$ cat config.mk
export PLATFORM = sky130hd
export DESIGN_NAME = step_ctrl
export DESIGN_NICKNAME = d
export VERILOG_FILES = /design/src/rtl/step_ctrl.sv
export SDC_FILE = /design/constraint.sdc
export NUM_CORES = 1
export LEC_CHECK = 0
export CAP_MARGIN = 10
export CORE_AREA = 5 5 82 103
export CTS_BUF_LIST = sky130_fd_sc_hd__clkbuf_8
export DETAILED_ROUTE_END_ITERATION = 10
export DIE_AREA = 0 0 87 108
export SLEW_MARGIN = 20
export SYNTH_ARGS = -nofsm -noshare
export SYNTH_HDL_FRONTEND = slang
export SYNTH_SLANG_ARGS = --single-unit
$ cat constraint.sdc
create_clock -name clk -period 2.05 [get_ports clk]
set_input_delay 0.5125 -clock clk [delete_from_list [all_inputs] [get_ports clk]]
set_output_delay 0.5125 -clock clk [all_outputs]
set_load 0.02 [all_outputs]
$ cat src/rtl/step_ctrl.sv
// Processor clock-enable sequencer: single step, fixed-length burst, free-running RUN
// at a divided rate, and a HALTED state that freezes everything while halt is high.
module step_ctrl #(
   parameter int RUN_DIV   = 25000000,
   parameter int BURST_LEN = 8
) (
   input  logic        clk,
   input  logic        reset_n,
   input  logic        step_pulse,
   input  logic        burst_pulse,
   input  logic        run_pulse,
   input  logic        halt,
   output logic        cpu_en,
   output logic [1:0]  mode,
   output logic [15:0] step_count
);

   localparam int DIV_W = $clog2(RUN_DIV);
   localparam logic [DIV_W-1:0] DIV_RELOAD = DIV_W'(RUN_DIV - 1);
   localparam logic [DIV_W-1:0] DIV_ONE    = DIV_W'(1);
   localparam logic [7:0]       BURST_LOAD = 8'(BURST_LEN);

   typedef enum logic [1:0] {
      IDLE   = 2'b00,
      BURST  = 2'b01,
      RUN    = 2'b10,
      HALTED = 2'b11
   } state_t;

   state_t           state, state_nxt;
   logic             en_nxt;
   logic [DIV_W-1:0] div, div_nxt;
   logic [7:0]       burst_cnt, burst_nxt;

   always_ff @(posedge clk or negedge reset_n) begin
      if (!reset_n) begin
         state      <= IDLE;
         cpu_en     <= 1'b0;
         div        <= '0;
         burst_cnt  <= '0;
         step_count <= '0;
      end else begin
         state     <= state_nxt;
         cpu_en    <= en_nxt;
         div       <= div_nxt;
         burst_cnt <= burst_nxt;
         if (cpu_en)
            step_count <= step_count + 16'd1;
      end
   end

   // burst_cnt holds enables still owed including the one issued this cycle;
   // the RUN enable is raised on the edge where the divider reaches zero.
   always_comb begin
      state_nxt = state;
      en_nxt    = 1'b0;
      div_nxt   = div;
      burst_nxt = burst_cnt;
      if (halt) begin
         state_nxt = HALTED;
      end else begin
         case (state)
            IDLE: begin
               if (run_pulse) begin
                  state_nxt = RUN;
                  div_nxt   = DIV_RELOAD;
               end else if (burst_pulse) begin
                  state_nxt = BURST;
                  burst_nxt = BURST_LOAD;
                  en_nxt    = 1'b1;
               end else if (step_pulse) begin
                  en_nxt = 1'b1;
               end
            end
            BURST: begin
               burst_nxt = burst_cnt - 8'd1;
               if (burst_cnt > 8'd1)
                  en_nxt = 1'b1;
               else
                  state_nxt = IDLE;
            end
            RUN: begin
               if (run_pulse) begin
                  state_nxt = IDLE;
               end else if (div == '0) begin
                  div_nxt = DIV_RELOAD;
               end else begin
                  div_nxt = div - DIV_ONE;
                  en_nxt  = (div == DIV_ONE);
               end
            end
            HALTED: state_nxt = IDLE;
            default: state_nxt = IDLE;
         endcase
      end
   end

   assign mode = state;

endmodule

* Yosys cells after proc, flatten, opt, wreduce, memory -nomap -nowiden
Index checks and enable logic that the tools add are counted.
** Storage, ports and cells
- Input port bits :: 6
- Logic and storage cells :: 49
- Flip-flop bits (word level) :: 52
- Output and inout port bits :: 19
** Operators by class
- Bitwise operators :: 1
- Add/sub/neg operators :: 3
- Reduce and logical (&&, ||, !) cells :: 7
- Eq/ne operators :: 11
- $lt $le $gt $ge :: 1
- Mux-type cells :: 21
** Operator list (count)
- 25-bit 2-to-1 mux :: 3
- 25-bit one-hot mux with 2 select lines :: 1
- 25-bit by 1-bit equality test with 1-bit output, second input constant :: 1
- 25-bit zero test :: 1
- 25-bit by 1-bit subtractor with 25-bit output, second input constant :: 1
- 16-bit by 1-bit adder with 16-bit output, second input constant :: 1
- 8-bit 2-to-1 mux :: 2
- 8-bit one-hot mux with 2 select lines :: 1
- 2-bit 2-to-1 mux :: 5
- 8-bit by 1-bit greater-than comparator with 1-bit output, second input constant :: 1
- 2-bit != test, second input constant :: 4
- 2-bit one-hot mux with 4 select lines :: 1
- 4-bit AND reduction :: 2
- 8-bit by 1-bit subtractor with 8-bit output, second input constant :: 1
- 1-bit 2-to-1 mux :: 7
- 3-bit != test, second input constant :: 2
- 2-bit equality test, second input constant :: 2
- 4-bit != test, second input constant :: 1
- 2-bit nonzero test :: 2
- 1-bit one-hot mux with 3 select lines :: 1
- 3-bit AND reduction :: 1
- 2-bit by 1-bit equality test with 1-bit output, second input constant :: 1
- 2-bit zero test :: 1
- 1-bit NOT :: 1

* Longest topological paths before layout
- Depth after elaboration :: 5
- Mapped depth :: 8
- Depth with buffers taken out :: 7

* Least setup slack after synthesis
No wires, ideal clock.
- Path kind :: register -> register
- From :: register div[17]
- To :: register div[23]
- Slack :: 0.055 ns
- Data required time :: 1.970 ns
- Clock period less this slack :: 1.995 ns
- Setup time :: 0.080 ns
- Cell stages (with the launch flop) :: 6
- Arrival time :: 1.915 ns
- Buffers on the path :: 0
- Path through :: dfrtp_1 > or3_4 > or4_1 > or3_1 > or3_1 > o211ai_2
** Between the ends
- Longest elaborated chain between the ends :: 4
- Elaborated cells between the ends (all ways) :: 5
- Those cells by class :: add/sub: 1; mux: 3; reduce/logical: 1
** RTL lines
- start: declaration :: line 32 : logic [DIV_W-1:0] div, div_nxt;
- start signal: assignment :: line 45 : div <= div_nxt;
- 25-bit by 1-bit subtractor with 25-bit output or 25-bit zero test (tied branches) :: line 88, 85
- 25-bit 2-to-1 mux (*) :: line 85 : end else if (div == '0) begin
- 25-bit 2-to-1 mux (*) :: line 83 : if (run_pulse) begin
- 25-bit one-hot mux with 2 select lines (*) :: line 62 : case (state)
Mark *: on every way between the ends. The rest lies on a longest branch, timed or not. The select of a mux whose other input is x is not followed.
A chain may end at the register's enable or synchronous reset.

* Worst setup path after layout
Ends and elaborated chain as after synthesis.

==> results.tsv <==
metric	value	unit
num_antenna_cells	0	
period_minus_slack	2.04	ns
ir_worst_vdd	437	uV
wl_per_cell	13.6	um
synth_edf_count	0	
dieWidth	87	um
min_period_over_period	99.3	%
power_density	820	nW/um^2
p_leak	0.00137	uW
fill_cells	671	
fin_nets	339	
final_common_cell	dfrtp_1	
setup-tns-final	0	ns
clock_power_share	21.4	%
initial_core_util	35.3	%
rows	35	
cts_tree	built	
mostFrequentLayoutCells	dfrtp_1 (52), buf_4 (38), nand2_1 (28)	
cp.required	2.28	ns
grt_setup_unrepaired	true	
setup_slack	0.0140	ns
finalWirelength	5.74	mm
internal_power	1820	uW
p_seq_share	51.6	%
ys_seq_area_share	50.5	%
cts_inserted_buffers	5	
drc	0	
crit_arrival	2.27	ns
ys_ff_latch	52	
worst_pin_slew	0.362	ns
drv_cap	0	
cts_num_sinks	52	
io_buffers	24	
async_reset_ff_share	100	%
grt_use_total	13.3	%
yosysTopAreaCell	dfrtp_1	
postLayoutCoreUtil	46.0	%
hold-worst-slack	0.167	ns
clock_latency	0.32	ns
synth.area.top_cells	dfrtp_1 (50%), xnor2_1 (8.8%), nand2_1 (4.2%), o21ai_0 (4.1%), nor4_1 (3.2%)	
dp_hpwl	4.14	mm
syn_area_per_cell	9.84	sq um
critPathCaptureType	flop	
synth_top_area_share	50.5	%
hold_path_class	in -> async	
yosys_warnings	0	
ys_dominant_reg_cell	dfrtp_1	
cts-root-buf	clkbuf_8	
routed_via_density	5.10	
vias	2147	
max_freq	491	MHz
antenna_found_initial	0	
critPathLaunchType	flop	
drive_above_1_share	19.8	%
chipHeight	108	um
status	complete, no violations	
cts_htree_levels	2	
place_congestion	0.847	
ant_nets	0	
grt_pass1_wl	10.1	mm
drt-initial-drc-count	89	
firstDrtPassIters	4	
swShare	34.0	%
ios	25	
setup_violations	0	
slew_headroom	75.7	%
ys_types	41	
final_hold_viol_count	0	
fp.coreArea	7310	sq um
syn_nets	273	
cp_max_fo	2	
p_total	2760	uW
critical_path_class	reg -> reg	
grt_max_degree	53	
clkTransAtPathRegs	0.10	ns
grt-ovfl-total	0	
register_area	1300	sq um
comb_power_share	27.1	%
place_ws	-0.208	ns
netlist_area	2580	sq um
die-area	9400	sq um
multiInputGateArea	1280	sq um
clockBufferDepth	2	
syn_to_final_growth	30.4	%
hold_buffers	0	
slew_violations	0	
grt_pass1_vias	2210	
skew	0.0154	ns
synth_cells	262	
p_switching	937	uW
registers in the layout (all words and copies together) (netlist names):
signal / count
burst_cnt: 8
cpu_en: 1
div: 25
mode: 2
step_count: 16
final timing paths:
path                       slack (ns)           start  depth (start not counted)             end
setup / recovery                 0.01         div[17]                          5         div[23]
hold / removal                   0.17         reset_n                          2          div[4]
setup reg to reg                 0.01         div[17]                          5         div[23]
hold reg to reg                  0.48  step_count[15]                          1  step_count[15]
max in group asynchronous        1.62         reset_n                          2  step_count[12]
min in group clk                 0.48  step_count[15]                          1  step_count[15]
critical path: stages, from the launching register on:
cell,delay (ns)
dfrtp_1,0.39
or3_4,0.39
or4_4,0.44
or3_4,0.35
or3_4,0.33
o211ai_2,0.07
power groups by stage:
stage / registers, uW / clock network (uW) / logic [uW]
2_1_floorplan: 1480 / 0 / 337
3_3_place_gp: 1430 / 0 / 730
3_5_place_dp: 1440 / 0 / 743
4_1_cts: 1420 / 619 / 745
5_1_grt: 1460 / 650 / 849
6_report: 1420 / 590 / 746
stage by stage:
step | instances | instance area (sq um)
2_1_floorplan | 262 | 2580
3_3_place_gp | 413 | 3220
3_5_place_dp | 413 | 3220
4_1_cts | 421 | 3310
5_1_grt | 421 | 3360
6_report | 421 | 3360
what timing repair did:
item | 4_1_cts | 5_1_grt
setup endpoints to repair | 2 | 20
resized for setup | 2 | 10
pin swaps | 0 | 0
setup buffers | 0 | 0
cell usage after synthesis (all sizes together), types with 6 or more instances:
cell type / instances
nor2: 19
xnor2: 26
or3: 7
nand2: 29
nor3: 12
dfrtp: 52
inv: 10
a21oi: 7
o21ai: 22
nand4: 9
nand3: 6
nor4: 14
kinds of logic (layout without fill, tap and decap cells):
logic type | count (synthesis) | in the layout | share of synthesized area (%)
fa+ha+maj | 5 | 5 | 2.43
mux | 2 | 2 | 0.825
buf+inv | 14 | 81 | 2.09
flops | 52 | 52 | 50.5
simple gates | 114 | 114 | 23.2
compound gates | 44 | 44 | 10.5
xor+xnor | 31 | 31 | 10.5
metal layers:
| layer | vias up | wire (um) | track usage, % |
|---|---|---|---|
| li1 | 1062 | - | - |
| met1 | 1053 | 2580 | 16.2 |
| met2 | 25 | 2900 | 23.5 |
| met3 | 7 | 181 | 2.59 |
| met4 | 0 | 72 | 4.12 |
| met5 | - | 0 | 0 |
area by class of cell:
cell class	count	share of cell area, %
Sequential cell	52	38.7
Multi-Input combinational cell	196	38.0
Timing Repair Buffer	63	16.1
Tap cell	92	3.42
Clock buffer	5	2.05
Inverter	10	1.12
Clock inverter	3	0.595
Power figures use the tool's default switching activity.
